===== src/rtl/rr_mux_arbiter.sv =====
// Round-robin arbiter/sequencer for a shared 4:1 data mux with a registered valid/ready output.
// Define RR_MUX_BURST_LOCK_EN to add the 4-bit lock input that lets a granted source keep the grant.
module rr_mux_arbiter #(
  parameter int WIDTH = 2
) (
  input  logic             clk,
  input  logic             rst,
  input  logic [3:0]       req,
  input  logic [WIDTH-1:0] a,
  input  logic [WIDTH-1:0] b,
  input  logic [WIDTH-1:0] c,
  input  logic [WIDTH-1:0] d,
`ifdef RR_MUX_BURST_LOCK_EN
  input  logic [3:0]       lock,
`endif
  input  logic             out_ready,
  output logic             out_valid,
  output logic [WIDTH-1:0] y,
  output logic             s1,
  output logic             s0,
  output logic [3:0]       gnt,
  output logic [3:0]       ack
);

  // Handshake: a word moves downstream on every rising edge where out_valid and
  // out_ready are both high; out_valid, y and gnt stay stable until that happens.

  typedef enum logic {
    IDLE = 1'b0,
    BUSY = 1'b1
  } state_t;

  state_t           state_q, state_d;
  logic [1:0]       ptr_q, ptr_d;
  logic [1:0]       sel_q, sel_d;
  logic [3:0]       gnt_q, gnt_d;
  logic [WIDTH-1:0] y_q, y_d;
  logic             valid_q, valid_d;

  logic [WIDTH-1:0] data_arr [4];
  logic [2:0]       pick;
  logic             hold;

  // Returns {found, index} of the first set bit of m searching upward from p.
  function automatic logic [2:0] rr_pick(input logic [3:0] m, input logic [1:0] p);
    logic [1:0] idx;
    logic [2:0] r;
    r = 3'b000;
    for (int i = 0; i < 4; i++) begin
      idx = p + 2'(i);
      if (!r[2] && m[idx]) r = {1'b1, idx};
    end
    return r;
  endfunction

  always_comb begin
    data_arr[0] = a;
    data_arr[1] = b;
    data_arr[2] = c;
    data_arr[3] = d;
  end

  always_comb begin
    state_d = state_q;
    ptr_d   = ptr_q;
    sel_d   = sel_q;
    gnt_d   = gnt_q;
    y_d     = y_q;
    valid_d = valid_q;
    pick    = 3'b000;
    hold    = 1'b0;

    case (state_q)
      IDLE: begin
        pick = rr_pick(req, ptr_q);
        if (!pick[2]) begin
          valid_d = 1'b0;
          gnt_d   = 4'b0000;
        end
      end
      BUSY: begin
        if (out_ready) begin
`ifdef RR_MUX_BURST_LOCK_EN
          hold = lock[sel_q] & req[sel_q];
`endif
          if (hold) begin
            y_d = data_arr[sel_q];
          end else begin
            // The source just served is masked so others get the next slot.
            ptr_d = sel_q + 2'd1;
            pick  = rr_pick(req & ~gnt_q, sel_q + 2'd1);
            if (!pick[2]) begin
              state_d = IDLE;
              valid_d = 1'b0;
              gnt_d   = 4'b0000;
            end
          end
        end
      end
      default: begin
        state_d = IDLE;
        valid_d = 1'b0;
        gnt_d   = 4'b0000;
      end
    endcase

    if (pick[2]) begin
      state_d = BUSY;
      valid_d = 1'b1;
      sel_d   = pick[1:0];
      gnt_d   = 4'b0001 << pick[1:0];
      y_d     = data_arr[pick[1:0]];
    end
  end

  always_ff @(posedge clk) begin
    if (rst) begin
      state_q <= IDLE;
      ptr_q   <= 2'd0;
      sel_q   <= 2'd0;
      gnt_q   <= 4'b0000;
      y_q     <= '0;
      valid_q <= 1'b0;
    end else begin
      state_q <= state_d;
      ptr_q   <= ptr_d;
      sel_q   <= sel_d;
      gnt_q   <= gnt_d;
      y_q     <= y_d;
      valid_q <= valid_d;
    end
  end

  assign out_valid = valid_q;
  assign y         = y_q;
  assign s1        = sel_q[1];
  assign s0        = sel_q[0];
  assign gnt       = gnt_q;
  assign ack       = {4{valid_q & out_ready}} & gnt_q;

endmodule

===== config.mk =====
export PLATFORM = sky130hd
export DESIGN_NAME = rr_mux_arbiter
export DESIGN_NICKNAME = d
export VERILOG_FILES = /design/src/rtl/rr_mux_arbiter.sv
export SDC_FILE = /design/constraint.sdc
export NUM_CORES = 1
export LEC_CHECK = 0
export CORE_UTILIZATION = 46
export DETAILED_ROUTE_END_ITERATION = 12
export GPL_TIMING_DRIVEN = 0
export PLACE_DENSITY = 0.77
export SYNTH_ARGS = -nofsm -noshare
export SYNTH_HDL_FRONTEND = slang
export SYNTH_SLANG_ARGS = --single-unit

===== constraint.sdc =====
create_clock -name clk -period 2.2 [get_ports clk]
set_clock_uncertainty 0.05 [all_clocks]
set_input_delay 0.22 -clock clk [delete_from_list [all_inputs] [get_ports clk]]
set_output_delay 0.22 -clock clk [all_outputs]
set_load 0.01 [all_outputs]

==> results.md, run 1 <==
* Dpl cell area at 1260 um^2
* Slowest stage cell, crit path: dfxtp_1
* CORE AREA at 1960 um^2
* Distinct cells, synth at 47
* Post-Syn Area at 963 um^2
* EDFF count, synth at 0
* Initial DRC count at 52
* Max Fanout on Critical Path at 6
* Fin. Hold Viols at 0
* Top delay family on crit path: compound AO/OA/AOI/OAI gates
* R2r startpoint: gnt[1]
* Residual DRC at 0
* Commonest non-fill, non-tap cell in the layout: clkdlybuf4s50_1
* Root buffer cell: clkbuf_4
* Non-Filler Instances at 185
* Worst-path clk slew at 0.09 ns
* Gpl congestion at 0.896
* Total Power at 0.738 mW
* Final setup fails at 0
* CTS tree: yes
* Final Cycle Share at 98.3%
* Reg2Reg Depth at 6
* Crit-path cells: nor2b_1 -> or3_1 -> or2_1 -> a211o_1 -> a221oi_2 -> a311oi_2
* Dpl cells at 178
* Final WL at 2710 um
* Vias at 1113
* Die area at 2280 um^2
* Share of cells above drive strength 1 at 15.8%
* Top FF cell, synth: dfxtp_1
* Htree depth at 1
* Wirelength per Cell at 14.6 um
* Worst setup SP type: flop
* Min Hold Slack at 0.434 ns
* Clock Latency Late Sink at 0.28 ns
* FMAX at 462 MHz
* Via density at 6.02
* Yosys reg bits at 12
* Crit. End Element: flop
* Synthesized area per cell at 7.71 um^2
* Area Growth Syn to Fin at 40.3%
* Worst Path Required at 2.30 ns
* Buf+Inv Stages, Crit Path at 0
* Status: finished, final reports clean
* Synth top area cells: dfxtp_1 25%, a21oi_1 5.2%, a211oi_1 4.7%
* Clock buffer depth at 2
* Detail Route Antenna Nets at 0
* Post-Synthesis Cells at 125
* Hold path depth at 2
* Largest net degree at the start of global routing at 11
* First-pass GRT wire length at 4150 um
* Crit path largest cell delay at 0.43 ns
* Nets@finish at 174
* Antenna violations before repair at 0
* Top cell type's share of synthesized area at 24.9%
* Num CTS Buffers at 3
* Worst R2R Setup Slack at 0.04 ns
* Number of global-route vias before repair at 890
* Most frequent cells in the layout: 23 x clkdlybuf4s50_1, 12 x nor2_1, 12 x dfxtp_1
* GRT Residual Overflow at 0
* Reg-to-reg critical path endpoint: y[1]
* Worst EP arrival at 2.26 ns
* Synthesized Nets at 140
* I/O pin total at 28
* Max_slew headroom at 65.8%
* Pre-antenna DRT Iters at 4
* Worst vdd ir at 0.427 mV
* Hold WC Path Type: flop to flop
* Die Ht at 47.8 um
* Cts hold-fix bufs at 0
* Chip Width at 47.8 um
* Worst Hold Launch: y[0]
* Endpoint, Worst Hold: y[0]
* # clock sinks at 12
* Gr usage total at 26.2%
* Ant. Diodes at 0
* Slew Limit Fails at 0
* Worst slew pin tran at 0.513 ns
* RSZ-0062 raised after global routing: true
* Hpwl dp at 1920 um
* Synth async-reset ratio at 0%
* CP Class: flop to flop
* Final instance area at 1350 um^2
* Area leader, netlist: dfxtp_1
* Leak at 0.522 nW
* IO buf count at 26
* Yosys warnings at 0
* Register area share after synthesis at 24.9%
* Max_cap viols at 0
* Initial Utilization at 49.1%
* P per Cell Area at 546 nW/um^2
* Min Tclk post-route at 2.16 ns
* Std-Cell Rows at 16
-- power by group --
part	total (mW)	switching, mW	internal, mW
registers	0.264	0.0238	0.240
logic	0.290	0.145	0.145
clock network	0.184	0.0832	0.101
total	0.738	0.252	0.486
-- metal layers --
layer	wire [um]	global-route usage [%]	up-vias
li1	-	-	538
met4	14	11.1	0
met2	1240	36.8	60
met5	0	0	-
met1	1240	38.7	513
met3	208	4.91	2
-- flip-flops by register name (all words and copies together), names as in the netlist --
name,cells
ptr_q,2
state_q,1
y,2
out_valid,1
sel_q,2
gnt,4
-- kinds of logic (layout without fill, tap and decap cells) --
family | after synthesis | in the layout | synth area share, %
compound gates | 42 | 42 | 32.5
xor+xnor | 1 | 1 | 0.909
buf+inv | 12 | 45 | 6.75
mux | 1 | 1 | 2.73
flops | 12 | 12 | 24.9
simple gates | 57 | 57 | 32.2
-- Yosys cell counts, types with 3 or more instances --
cell type  instances
nand2b_1           5
a211oi_1           6
dfxtp_1           12
nand2_1           11
a221oi_1           3
nor3_1             3
inv_1              5
nor2b_1            3
o21ai_0            4
clkbuf_1           3
and3_1             5
a21oi_1           10
nor2_1            12
nand3_1            4
-- through the flow --
stage	TNS [ns]	util, %	worst slack, ns
global route	-0.0184	68.9	-0.0107
finish	0	68.9	0.0363
global placement	-1.82	64.1	-0.383
CTS	0	67.0	0.0144
floorplan	0	-	0.168
detailed placement	-2.01	64.1	-0.395
-- layout make-up --
cell class / count / area [um^2]
well taps: 27 / 33.8
inverters: 5 / 18.8
repair buffers: 29 / 284
multi-input cells: 101 / 688
clock buffers: 4 / 36.3
plain buffers: 7 / 50.0
fillers: 177 / 611
flip-flops and latches: 12 / 240
-- worst min-delay path: stages (launching register included) --
cell     delay (ns)
dfxtp_1        0.32
nand2_1        0.05
a31oi_1        0.06
-- worst max-delay path by stage --
| stage | depth (start not counted) | to | startpoint |
|---|---|---|---|
| final | 6 | y[1] | gnt[1] |
| after global routing | 7 | y[1] | ptr_q[1] |
| after CTS | 7 | y[1] | req[2] |
| after detailed placement | 7 | y[1] | req[0] |
| after global placement | 7 | y[1] | req[0] |
| after floorplan | 6 | y[1] | sel_q[0] |
-- repair_timing --
item / 4_1_cts / 5_1_grt
setup endpoints to repair: 1 / 3
pin swaps: 0 / 4
hold endpoints to repair: 0 / 0
gates cloned: 0 / 1
resized for setup: 5 / 5
buffers inserted: 0 / 2
(Power assumes the default switching activity.)
==> inputs of run 2 (changes only) <==
--- a/config.mk
+++ b/config.mk
@@ -8,7 +8,7 @@
 export CORE_UTILIZATION = 46
 export DETAILED_ROUTE_END_ITERATION = 12
 export GPL_TIMING_DRIVEN = 0
-export PLACE_DENSITY = 0.77
+export PLACE_DENSITY = 0.78
 export SYNTH_ARGS = -nofsm -noshare
 export SYNTH_HDL_FRONTEND = slang
 export SYNTH_SLANG_ARGS = --single-unit
==> run 2 against run 1 <==
- setup slack better by 0.039 ns
- sequential power grew 2%
- combinational power grew 3%
- maximum frequency increased by 1.8%
- largest cell class unchanged
==> results.md, run 2 (synthesis results as in run 1) <==
* Leak at 0.540 nW
* Max_cap viols at 0
* Worst EP arrival at 2.28 ns
* Sequential Area at 241 um^2
* Buf+Inv Stages, Crit Path at 1
* RSZ-0062 raised after global routing: false
* I/O pin total at 28
* Residual DRC at 0
* Final Cycle Share at 96.6%
* CP Class: flop to flop
* Initial DRC count at 31
* Root buffer cell: clkbuf_4
* CTS tree: yes
* Worst slew pin tran at 0.497 ns
* Pre-antenna DRT Iters at 4
* Hold WC Path Type: flop to flop
* Slew Limit Fails at 0
* Worst setup SP type: flop
* Gr usage total at 24.7%
* Top delay family on crit path: simple AND/OR/NAND/NOR gates
* Die area at 2280 um^2
* Clock Latency Late Sink at 0.29 ns
* Net Sw Frac at 34.5%
* CORE AREA at 1960 um^2
* Antenna violations before repair at 0
* Fin. Hold Viols at 0
* Most frequent cells in the layout: 23 x clkdlybuf4s50_1, 12 x nor2_1, 11 x dfxtp_1
* IO buf count at 26
* Min Tclk post-route at 2.12 ns
* Clock buffer depth at 2
* Final setup fails at 0
* Vias at 1111
* Worst vdd ir at 0.406 mV
* Wirelength per Cell at 14.6 um
* Post-layout util at 70.8%
* Nets@finish at 175
* Crit. End Element: flop
* Multi-input logic area at 711 um^2
* Max Fanout on Critical Path at 9
* Status: finished, final reports clean
* Ant. Diodes at 0
* Crit-path cells: buf_6 -> and2_1 -> or4b_4 -> a211oi_4 -> or2_4 -> a22oi_1 -> a311oi_2
* Psw at 0.262 mW
* Share of cells above drive strength 1 at 18.9%
* Sequential Power Share at 35.4%
* Worst-path clk slew at 0.09 ns
* # clock sinks at 12
* Worst Path Required at 2.35 ns
* Via density at 5.97
* Crit path largest cell delay at 0.53 ns
* Gpl congestion at 0.914
* Largest register FFs at 4
* Number of global-route vias before repair at 888
* Initial Utilization at 49.1%
* Clock share of power at 25.1%
* Htree depth at 1
* GRT Residual Overflow at 0
* Max_slew headroom at 66.8%
* Num CTS Buffers at 3
* Die Ht at 47.8 um
* Commonest non-fill, non-tap cell in the layout: clkdlybuf4s50_1
* Non-Filler Instances at 186
* Largest net degree at the start of global routing at 11
* Final WL at 2710 um
* Hpwl dp at 1980 um
* P per Cell Area at 546 nW/um^2
* Setup TNS at 0 ns
* Detail Route Antenna Nets at 0
* Std-Cell Rows at 16
* Filler instances at 177
* Pint at 0.497 mW
* Area Growth Syn to Fin at 44.2%
* Dpl cells at 178
* Comb pwr share at 39.5%
* FMAX at 471 MHz
* Chip Width at 47.8 um
* Slowest stage cell, crit path: or4b_4
* First-pass GRT wire length at 3920 um
==> run 2: cell type report <==
type / count / share of cell area [%]
multi-input combinational: 101 / 51.2
timing repair buffer: 31 / 21.7
sequential: 12 / 17.4
buffer: 6 / 3.33
clock buffer: 4 / 2.61
tap: 27 / 2.43
inverter: 5 / 1.35
==> run 2: metal layers <==
metal | part of all wire, % | track usage (%) | wire length (um) | vias up
li1 | - | - | - | 539
met1 | 46 | 34.6 | 1240 | 530
met2 | 48 | 39.2 | 1310 | 37
met3 | 4.9 | 3.40 | 134 | 5
met4 | 1.1 | 7.22 | 29 | 0
met5 | 0 | 0 | 0 | -
==> run 2: path summary, 6_finish.rpt <==
path,startpoint,to,slack [ns],cells past startpoint
worst max-delay path,ptr_q[1],y[1],0.08,7
worst min-delay path,y[0],y[0],0.44,2
worst max register to register,ptr_q[1],y[1],0.08,7
worst min register to register,y[0],y[0],0.44,2
==> run 2: what timing repair did <==
item | in CTS | in global routing
pin swaps | 0 | 4
hold buffers | 0 | 0
buffers inserted | 0 | 5
setup endpoints to repair | 2 | 5
resized for setup | 4 | 12
cloned | 0 | 0
==> run 2: power by group through the flow <==
stage	clock network [mW]	logic (mW)	registers [mW]
floorplan	0	0.161	0.272
global placement	0	0.265	0.267
detailed placement	0	0.270	0.268
CTS	0.192	0.277	0.263
global route	0.198	0.325	0.272
finish	0.191	0.300	0.268
==> run 2: worst register-to-register path: stages, from the launching register on <==
cell,delay (ns)
dfxtp_1,0.32
buf_6,0.13
and2_1,0.14
or4b_4,0.53
a211oi_4,0.35
or2_4,0.20
a22oi_1,0.09
a311oi_2,0.23
==> run 2: metrics by stage <==
stage / hold slack (ns) / cell area, um^2 / power, mW / setup slack [ns]
floorplan: 0.238 / 963 / 0.433 / 0.168
global placement: 0.419 / 1260 / 0.532 / -0.399
detailed placement: 0.421 / 1260 / 0.537 / -0.416
CTS: 0.444 / 1310 / 0.732 / 0.0185
global route: 0.463 / 1390 / 0.795 / 0.0124
finish: 0.439 / 1390 / 0.759 / 0.0754
==> inputs of run 3 (changes only) <==
--- a/config.mk
+++ b/config.mk
@@ -5,10 +5,12 @@
 export SDC_FILE = /design/constraint.sdc
 export NUM_CORES = 1
 export LEC_CHECK = 0
-export CORE_UTILIZATION = 46
+export CELL_PAD_IN_SITES_DETAIL_PLACEMENT = 0
+export CELL_PAD_IN_SITES_GLOBAL_PLACEMENT = 2
+export CORE_UTILIZATION = 26
 export DETAILED_ROUTE_END_ITERATION = 12
 export GPL_TIMING_DRIVEN = 0
-export PLACE_DENSITY = 0.78
+export PLACE_DENSITY_LB_ADDON = 0.1
 export SYNTH_ARGS = -nofsm -noshare
 export SYNTH_HDL_FRONTEND = slang
 export SYNTH_SLANG_ARGS = --single-unit
==> constraint.sdc (replaced) <==
create_clock -name clk -period 2.4 [get_ports clk]
set_clock_uncertainty 0.05 [all_clocks]
set_input_delay 0.24 -clock clk [delete_from_list [all_inputs] [get_ports clk]]
set_output_delay 0.24 -clock clk [all_outputs]
set_load 0.01 [all_outputs]
==> run 3 against run 2 <==
- cell count increased by 8.1%
- hold slack improved by 0.0018 ns
- clock-buffer cell count unchanged
- clock power increased by 24%
- sequential power decreased by 9.3%
- non-clock buffer count decreased by 4
- via count decreased by 6.2%
- sequential share of layout area increased by 0.31 points
- flip-flop and latch count unchanged
- critical path type is now primary input to flop
- largest cell class unchanged
- largest power group unchanged
==> results.md, run 3 (synthesis results as in run 1) <==
* P per Cell Area at 542 nW/um^2
* Max Fanout on Critical Path at 10
* Setup TNS at 0 ns
* Number of global-route vias before repair at 924
* Max_cap viols at 0
* Share of cells above drive strength 1 at 12.9%
* CP Launch Point: req[1]
* Leak at 0.505 nW
* Worst slew pin tran at 0.517 ns
* Filler instances at 376
* Non-Filler Instances at 201
* DP Worst Slack at -0.280 ns
* Worst EP arrival at 2.40 ns
* Pre-antenna DRT Iters at 4
* Largest register FFs at 4
* CP Class: primary input to flop
* Worst-path clk slew at 0.06 ns
* Worst vdd ir at 0.282 mV
* Std-Cell Rows at 21
* Status: finished, final reports clean
* Die area at 3950 um^2
* CTS tree: yes
* Final Cycle Share at 95.4%
* Worst Path Required at 2.51 ns
* Reg2Reg Depth at 7
* FMAX at 437 MHz
* IO buf count at 26
* CORE AREA at 3440 um^2
* Root buffer cell: clkbuf_8
* Crit. End Element: flop
* Multi-input logic area at 677 um^2
* Detail Route Antenna Nets at 0
* Num CTS Buffers at 3
* GRT Residual Overflow at 0
* Final WL at 2980 um
* Min Hold Slack at 0.441 ns
* Clock Latency Late Sink at 0.25 ns
* Worst Hold Launch: y[0]
* Nets@finish at 171
* Hold path depth at 2
* R2r startpoint: ptr_q[1]
* Via density at 5.18
* Worst setup SP type: primary input
* # clock sinks at 12
* Htree depth at 1
* Residual DRC at 0
* Min Tclk post-route at 2.29 ns
* Fin worst setup slack at 0.110 ns
* Post-CTS Setup Bufs at 0
* Initial DRC count at 40
* Largest net degree at the start of global routing at 11
* Hold WC Path Type: flop to flop
* Fin. Hold Viols at 0
* RSZ-0062 raised after global routing: false
* Initial Utilization at 28.0%
* Dpl cells at 197
* I/O pin total at 28
* First-pass GRT wire length at 4820 um
* Vias at 1042
* Dpl cell area at 1280 um^2
* Clock buffer depth at 2
* Chip Width at 62.9 um
* Die Ht at 62.9 um
* Most frequent cells in the layout: 25 x clkdlybuf4s50_1, 12 x nor2_1, 12 x dfxtp_1
* Wirelength per Cell at 14.8 um
* Final setup fails at 0
* Slew Limit Fails at 0
* Final instance area at 1360 um^2
* Total Power at 0.736 mW
* Sequential Area at 240 um^2
* Antenna violations before repair at 0
* Gr usage total at 15.7%
* Ant. Diodes at 0
* Gpl congestion at 0.770
* Area Growth Syn to Fin at 40.9%
* Post-layout util at 39.4%
* Max_slew headroom at 65.6%
* Commonest non-fill, non-tap cell in the layout: clkdlybuf4s50_1
* Hpwl dp at 2280 um
run 3: changes by cell type in the layout (fill, tap and decap cells not counted), moves of 2 or more:
cell,delta
buf_4,-4
clkbuf_4,-3
clkbuf_8,+3
clkdlybuf4s50_1,+2
run 3: where the power goes:
group / internal, mW / total, mW / switching (mW)
Combinational: 0.128 / 0.257 / 0.129
Sequential: 0.221 / 0.243 / 0.0223
Clock: 0.146 / 0.236 / 0.0909
Total: 0.494 / 0.736 / 0.242
run 3: final cells by class:
class,instances,share of cell area [%]
flip-flops and latches,12,17.7
clock buffers,4,4.06
plain buffers,7,3.41
repair buffers,26,19.4
inverters,5,1.38
well taps,46,4.24
multi-input cells,101,49.9
run 3: path summary, 6_finish.rpt:
kind,end,slack [ns]
worst max-delay path,y[1],0.11
worst min-delay path,y[0],0.44
worst max register to register,y[1],0.21
worst min register to register,y[0],0.44
run 3: routing by layer:
layer,GRT usage [%],vias to the layer above,routed length (um)
li1,-,534,-
met1,22.5,477,1590
met2,22.4,26,1220
met3,3.83,5,136
met4,5.23,0,40
met5,0,-,0
run 3: repair_timing:
action / CTS / global route
gates cloned: 0 / 0
hold endpoints to repair: 0 / 0
hold buffers: 0 / 0
endpoints found under the setup margin: 1 / 2
gates resized for setup: 2 / 2
run 3: critical path, cell delays in order:
cell and delay [ns]:
clkdlybuf4s50_1 0.47, buf_4 0.17, or3b_1 0.36, o31a_1 0.13, a2111o_1 0.42, nand2_1 0.21
a221oi_1 0.13, a311oi_2 0.26
